`config.mk`:
```
export PLATFORM = sky130hd
export DESIGN_NAME = tank_pump_ctrl_flat
export DESIGN_NICKNAME = d
export VERILOG_FILES = /design/src/rtl/tank_pump_ctrl_if.sv /design/src/rtl/tank_pump_ctrl.sv /design/src/flat_wrapper.sv
export SDC_FILE = /design/constraint.sdc
export NUM_CORES = 1
export LEC_CHECK = 0
export BUFFER_PORTS_ARGS = -buffer_cell sky130_fd_sc_hd__buf_2
export CORE_AREA = 5 5 57 59
export DETAILED_ROUTE_END_ITERATION = 16
export DIE_AREA = 0 0 62 64
export GPL_TIMING_DRIVEN = 0
export HOLD_SLACK_MARGIN = 0.02
export SYNTH_ARGS = -nofsm -noshare
export SYNTH_HDL_FRONTEND = slang
export SYNTH_SLANG_ARGS = --single-unit
```
`constraint.sdc`:
```
create_clock -name clk_2 -period 2.2 [get_ports clk_2]
set_clock_uncertainty 0.2 [all_clocks]
set_input_delay 0.33 -clock clk_2 [delete_from_list [all_inputs] [get_ports clk_2]]
set_output_delay 0.33 -clock clk_2 [all_outputs]
set_load 0.1 [all_outputs]
```
`src/rtl/tank_pump_ctrl_if.sv`:
```
// tank_pump_ctrl_if -- sensor/operator inputs and status outputs of the tank
// pump controller, bundled so the controller and its driver share one handle.
//   sens_low  : raw low-level sensor, 1 = water above the low mark
//   sens_high : raw high-level sensor, 1 = water above the high mark
//   ack       : operator fault acknowledge (level)
//   pump      : pump drive
//   full      : tank-full indicator
//   fault     : alarm
//   state     : controller state, IDLE=00 FILL=01 FULL=10 FAULT=11
// master drives the sensors and ack; slave (the controller) drives the status.
`timescale 1ns/1ps
interface tank_pump_ctrl_if;
    logic       sens_low;
    logic       sens_high;
    logic       ack;
    logic       pump;
    logic       full;
    logic       fault;
    logic [1:0] state;

    modport master (
        output sens_low, sens_high, ack,
        input  pump, full, fault, state
    );

    modport slave (
        input  sens_low, sens_high, ack,
        output pump, full, fault, state
    );
endinterface

```
`src/rtl/tank_pump_ctrl.sv`:
```
// tank_pump_ctrl -- fills a tank between a low and a high level mark.
// Both raw sensors are debounced; a Moore FSM runs the pump, enforces a minimum
// pump-off time, times out a fill that never reaches the top, and latches an
// alarm on an impossible sensor pair (high wet, low dry) until acknowledged.
//   clk_2 : clock, all state updates on its rising edge
//   reset : asynchronous, active-high
//   bus   : tank_pump_ctrl_if.slave (sens_low, sens_high, ack in;
//           pump, full, fault, state out)
`timescale 1ns/1ps
module tank_pump_ctrl #(
    parameter int unsigned DEB_CYCLES = 3,
    parameter int unsigned MIN_OFF    = 4,
    parameter int unsigned MAX_FILL   = 20
) (
    input  logic            clk_2,
    input  logic            reset,
    tank_pump_ctrl_if.slave bus
);

    localparam int unsigned DW = $clog2(DEB_CYCLES + 1);
    localparam int unsigned OW = $clog2(MIN_OFF + 1);
    localparam int unsigned FW = $clog2(MAX_FILL + 1);

    localparam logic [DW-1:0] DEB_LAST  = DW'(DEB_CYCLES - 1);
    localparam logic [OW-1:0] OFF_SAT   = OW'(MIN_OFF);
    localparam logic [FW-1:0] FILL_LAST = FW'(MAX_FILL - 1);
    localparam logic [FW-1:0] FILL_SAT  = FW'(MAX_FILL);

    typedef enum logic [1:0] {
        IDLE  = 2'b00,
        FILL  = 2'b01,
        FULL  = 2'b10,
        FAULT = 2'b11
    } state_t;

    state_t        state_q, state_d;
    logic          lo_s, hi_s;
    logic [DW-1:0] lo_cnt, hi_cnt;
    logic [OW-1:0] off_cnt;
    logic [FW-1:0] fill_cnt;
    logic          incons;

    // Next {stable, counter} for one debouncer: the stable copy follows raw
    // only after DEB_CYCLES consecutive differing samples.
    function automatic logic [DW:0] deb_next(input logic raw, input logic stab,
                                             input logic [DW-1:0] cnt);
        logic [DW:0] r;
        if (raw == stab) begin
            r[DW]     = stab;
            r[DW-1:0] = '0;
        end else if (cnt == DEB_LAST) begin
            r[DW]     = raw;
            r[DW-1:0] = '0;
        end else begin
            r[DW]     = stab;
            r[DW-1:0] = cnt + 1'b1;
        end
        return r;
    endfunction

    always_ff @(posedge clk_2 or posedge reset) begin
        if (reset) begin
            lo_s   <= 1'b0;
            lo_cnt <= '0;
            hi_s   <= 1'b0;
            hi_cnt <= '0;
        end else begin
            {lo_s, lo_cnt} <= deb_next(bus.sens_low,  lo_s, lo_cnt);
            {hi_s, hi_cnt} <= deb_next(bus.sens_high, hi_s, hi_cnt);
        end
    end

    // High wet while low is dry cannot happen with working sensors.
    assign incons = hi_s & ~lo_s;

    always_comb begin
        state_d = state_q;
        case (state_q)
            IDLE: begin
                if (incons)                         state_d = FAULT;
                else if (!lo_s && off_cnt == OFF_SAT) state_d = FILL;
                else if (lo_s && hi_s)              state_d = FULL;
            end
            FILL: begin
                if (incons)                         state_d = FAULT;
                else if (lo_s && hi_s)              state_d = FULL;
                else if (fill_cnt == FILL_LAST)     state_d = FAULT;
            end
            FULL: begin
                if (incons)                         state_d = FAULT;
                else if (!lo_s)                     state_d = IDLE;
            end
            FAULT: begin
                if (bus.ack && !incons)             state_d = IDLE;
            end
            default:                                state_d = IDLE;
        endcase
    end

    always_ff @(posedge clk_2 or posedge reset) begin
        if (reset) begin
            state_q <= IDLE;
        end else begin
            state_q <= state_d;
        end
    end

    // Both timers restart on entry to their state and saturate, so they
    // never wrap however long the state is held.
    always_ff @(posedge clk_2 or posedge reset) begin
        if (reset) begin
            off_cnt  <= '0;
            fill_cnt <= '0;
        end else begin
            if (state_d == IDLE && state_q != IDLE)
                off_cnt <= '0;
            else if (state_q == IDLE && off_cnt != OFF_SAT)
                off_cnt <= off_cnt + 1'b1;

            if (state_d == FILL && state_q != FILL)
                fill_cnt <= '0;
            else if (state_q == FILL && fill_cnt != FILL_SAT)
                fill_cnt <= fill_cnt + 1'b1;
        end
    end

    assign bus.pump  = (state_q == FILL);
    assign bus.full  = (state_q == FULL);
    assign bus.fault = (state_q == FAULT);
    assign bus.state = state_q;

endmodule

```
`src/flat_wrapper.sv`:
```
// flat-port wrapper written by rule: the top's interface ports become plain ports
module tank_pump_ctrl_flat 
#(
    parameter int unsigned DEB_CYCLES = 3,
    parameter int unsigned MIN_OFF    = 4,
    parameter int unsigned MAX_FILL   = 20
)
  (clk_2, reset, bus_sens_low, bus_sens_high, bus_ack, bus_pump, bus_full, bus_fault, bus_state);
  tank_pump_ctrl_if bus_i ();
  input  logic clk_2;
  input  logic reset;
  input wire logic [$bits(bus_i.sens_low)-1:0] bus_sens_low;
  input wire logic [$bits(bus_i.sens_high)-1:0] bus_sens_high;
  input wire logic [$bits(bus_i.ack)-1:0] bus_ack;
  output wire logic [$bits(bus_i.pump)-1:0] bus_pump;
  output wire logic [$bits(bus_i.full)-1:0] bus_full;
  output wire logic [$bits(bus_i.fault)-1:0] bus_fault;
  output wire logic [$bits(bus_i.state)-1:0] bus_state;
  assign bus_i.sens_low = bus_sens_low;
  assign bus_i.sens_high = bus_sens_high;
  assign bus_i.ack = bus_ack;
  assign bus_pump = bus_i.pump;
  assign bus_full = bus_i.full;
  assign bus_fault = bus_i.fault;
  assign bus_state = bus_i.state;
  tank_pump_ctrl #(.DEB_CYCLES(DEB_CYCLES), .MIN_OFF(MIN_OFF), .MAX_FILL(MAX_FILL)) u_core (.clk_2(clk_2), .reset(reset), .bus(bus_i));
endmodule
```
==> load_flow_metrics.sql <==
INSERT INTO impl_metrics (metric_group, metric, value, unit) VALUES
('yosys', 'netlist_top_cells_area', 'dfrtp_1 45%, ha_1 5.6%, mux2i_1 4.5%', ''),
('drt', 'drt_iter0_drc', '10', ''),
('drt', 'route.detailed.vias_per_inst', '4.96', ''),
('yosys', 'synth.yosys.warnings', '0', ''),
('drt', 'drcViolationCount', '0', ''),
('yosys', 'avgSynthCellArea', '10.5', 'um2'),
('min_path', 'min_delay_worst_endpoint', 'u_core.lo_s', ''),
('drt', 'final_antenna_net_count', '0', ''),
('timing', 'period_share', '0.928', ''),
('clock_tree', 'cts_setup_buffers', '0', ''),
('outcome', 'status', 'finished clean', ''),
('final_layout', 'final_net_count', '108', ''),
('worst_setup_path', 'type_of_the_setup_path_with_the_least_slack', 'flip-flop to output port', ''),
('yosys', 'syn_area', '886', 'um2'),
('global_routing', 'largest_net_degree_at_the_start_of_global_routing', '17', ''),
('timing', 'setup_repair_after_global_routing_missed_its_margin', 'no', ''),
('clock_tree', 'tritoncts.num_buffers', '3', ''),
('floorplanning', 'core', '2660', 'um2'),
('timing', 'finalHoldViolCount', '0', ''),
('min_path', 'worst_hold_path_type', 'primary input to flip-flop', ''),
('floorplanning', 'die-area', '3970', 'um2'),
('clock_tree', 'tritoncts_clock_tree', 'built', ''),
('timing', 'slew_headroom', '0.598', ''),
('yosys', 'total_of_flip_flops_plus_latches_after_synthesis', '16', ''),
('drt', 'detailroute.via_count', '640', ''),
('place', 'gp_congestion', '0.712', ''),
('timing', 'final_period_minus_worst_setup_slack', '2.04', 'ns'),
('yosys', 'yosysUniqueCellTypes', '28', ''),
('timing', 'setup-violations-final', '0', ''),
('floorplanning', 'top_level_ports', '10', ''),
('place', 'hpwlAfterDp', '1180', 'um'),
('yosys', 'synth.largest_area_cell', 'dfrtp_1', ''),
('clock_tree', 'worstSkewPairLatency', '0.28', 'ns'),
('global_routing', 'grt_pass1_wl', '2780', 'um'),
('worst_setup_path', 'worstPathRequired', '1.67', 'ns'),
('final_layout', 'multiInputGateArea', '445', 'um2'),
('clock_tree', 'cts.sinks', '16', ''),
('worst_setup_path', 'worst-r2r-setup-slack', '0.57', 'ns'),
('floorplanning', 'dieWidth', '62', 'um'),
('worst_setup_path', 'timing.critical_path.fanout_max', '8', ''),
('clock_tree', 'clockRootBuffer', 'clkbuf_4', ''),
('final_layout', 'final.fill_count', '287', ''),
('final_layout', 'num_antenna_cells', '0', ''),
('timing', 'fmaxAchievable', '0.490', 'GHz'),
('place', 'placement.io_buffers', '9', ''),
('global_routing', 'overflow', '0', ''),
('run', 'cap_violations', '0', ''),
('yosys', 'total_nets_after_synthesis', '93', ''),
('yosys', 'synthesis.instances', '84', ''),
('timing', 'setup_total_negative_slack', '0', 'ns'),
('floorplanning', 'fp-row-count', '19', ''),
('worst_setup_path', 'capturing_point_of_the_worst_reg2reg_path', 'u_core.off_cnt[1]', ''),
('final_layout', 'layout.area.seq', '403', 'um2'),
('drt', 'drt-pass1-iter-count', '4', ''),
('final_layout', 'areaGrowthSynthToFinish', '15.3', '%'),
('min_path', 'min_from', 'bus_sens_low', ''),
('min_path', 'hold_depth', '2', ''),
('floorplanning', 'die_height', '64', 'um'),
('worst_setup_path', 'timing.rr.start', 'u_core.off_cnt[0]', ''),
('worst_setup_path', 'arrival', '1.51', 'ns'),
('final_layout', 'layout-drive-gt1-share', '0.255', ''),
('global_routing', 'first_global_vias', '659', ''),
('drt', 'routed_wire_length_per_instance', '11.7', 'um'),
('clock_tree', 'cts.clk_slew.worst_paths', '0.09', 'ns'),
('drt', 'routed_wirelength', '1510', 'um'),
('yosys', 'yosys.area.top_type_share', '0.452', ''),
('timing', 'tightest_slew', '0.603', 'ns'),
('timing', 'report.final.slew_viol_count', '0', ''),
('clock_tree', 'buffers_from_clock_root_to_sink_at_most', '2', ''),
('worst_setup_path', 'rr_worst_depth', '5', ''),
('floorplanning', 'initial_utilization', '0.333', ''),
('worst_setup_path', 'crit_path_start_kind', 'flip-flop', ''),
('global_routing', 'globalRouteTotalUtil', '0.0913', ''),
('clock_tree', 'cts.htree.levels', '1', ''),
('worst_setup_path', 'end_kind', 'output port', ''),
('global_routing', 'antenna_violations_before_repair', '0', ''),
('yosys', 'synth_sequential_area_ratio', '0.452', '');
==> through the flow <==
step / worst slack, ns / hold WS, ns / instance area, um2 / cells / util
6_report: 0.158 / 0.0989 / 1020 / 129 / 0.383
5_1_grt: 0.0800 / 0.0833 / 1020 / 129 / 0.383
4_1_cts: 0.134 / 0.0899 / 1020 / 129 / 0.383
3_5_place_dp: 0.464 / 0.235 / 985 / 124 / 0.370
3_3_place_gp: 0.473 / 0.229 / 985 / 124 / 0.370
2_1_floorplan: 0.0400 / 0.0436 / 901 / 84 / -
==> state kept, by name (all words and copies together), names as in the netlist <==
signal and cells:
u_core.bus.state 2, u_core.hi_s 1, u_core.lo_cnt 2, u_core.off_cnt 3, u_core.lo_s 1, u_core.fill_cnt 5
u_core.hi_cnt 2
==> repair_timing <==
item | 4_1_cts | 5_1_grt
gates resized for setup | 0 | 0
endpoints found under the hold margin | 16 | 0
hold buffers | 1 | 0
==> cells in the mapped netlist <==
cell type / n
and2_1: 1
nand2_1: 1
xnor2_1: 3
or3_1: 1
nand4b_1: 1
or2_2: 1
buf_4: 1
nand2b_4: 1
nor2_1: 6
and4b_1: 2
ha_1: 4
o21ai_0: 6
mux2_2: 2
a211oi_2: 1
nand3_1: 5
nor2b_1: 4
a21oi_1: 4
nand4bb_1: 1
inv_1: 8
dfrtp_1: 16
nor3b_1: 2
a31oi_1: 1
a211oi_1: 1
buf_6: 1
a2111oi_4: 1
nor3_1: 4
mux2i_1: 4
nor4bb_1: 1
==> layer usage <==
| metal | part of all wire | global-route usage | vias to the layer above |
|---|---|---|---|
| met2 | 0.49 | 0.139 | 8 |
| met3 | 0.041 | 0.0241 | 2 |
| li1 | - | - | 323 |
| met1 | 0.46 | 0.119 | 307 |
| met4 | 0.0080 | 0.0398 | 0 |
| met5 | 0 | 0 | - |
==> critical path, cell delays in order (launching register included) <==
cell	delay [ns]
dfrtp_2	0.41
buf_6	0.13
nand2b_4	0.16
clkinvlp_4	0.09
buf_2	0.42
==> cell families after synthesis <==
logic type | count (synthesis) | share of synthesized area
and+or+nand+nor | 31 | 0.219
xor gates and xnor gates | 3 | 0.0297
DFF | 16 | 0.452
muxes | 6 | 0.0706
buffers and inverters | 10 | 0.0551
AOI/OAI and AO/OA | 14 | 0.117
adders and majority gates | 4 | 0.0565
==> worst max path at each step <==
stage	start	to	slack (ns)	cells past startpoint
after floorplan	u_core.bus.state[1]	u_core.fill_cnt[2]	0.04	5
after global placement	u_core.bus.state[1]	bus_pump	0.47	4
after detailed placement	u_core.bus.state[1]	bus_pump	0.46	4
after CTS	u_core.bus.state[1]	bus_pump	0.13	4
after global routing	u_core.bus.state[1]	bus_pump	0.08	4
final	u_core.bus.state[1]	bus_pump	0.16	4
==> cell type report <==
cell class	instances	area share
Buffer	2	0.0184
Clock buffer	4	0.0257
Tap cell	31	0.0380
Inverter	8	0.0331
Multi-Input combinational cell	58	0.436
Timing Repair Buffer	10	0.0539
Sequential cell	16	0.395
==> cells in the final DEF, fill, tap and decap left out, drive strengths merged <==
cell,count
clkbuf,4
nand2,1
a21oi,4
o21ai,6
a31oi,1
nand4bb,1
clkinvlp,1
xnor2,3
nor2b,4
nor4bb,1
nor3b,2
and4b,2
mux2,2
nand4b,1
nor2,6
a2111oi,1
or3,1
inv,7
mux2i,4
nand3,5
buf,11
ha,4
nor3,4
dlygate4sd3,1
dfrtp,16
a211oi,2
or2,1
nand2b,1
and2,1
Power is left out: the tool's default activity adds up to more than one toggle a clock period on the data nets, which glitch-free logic cannot reach.
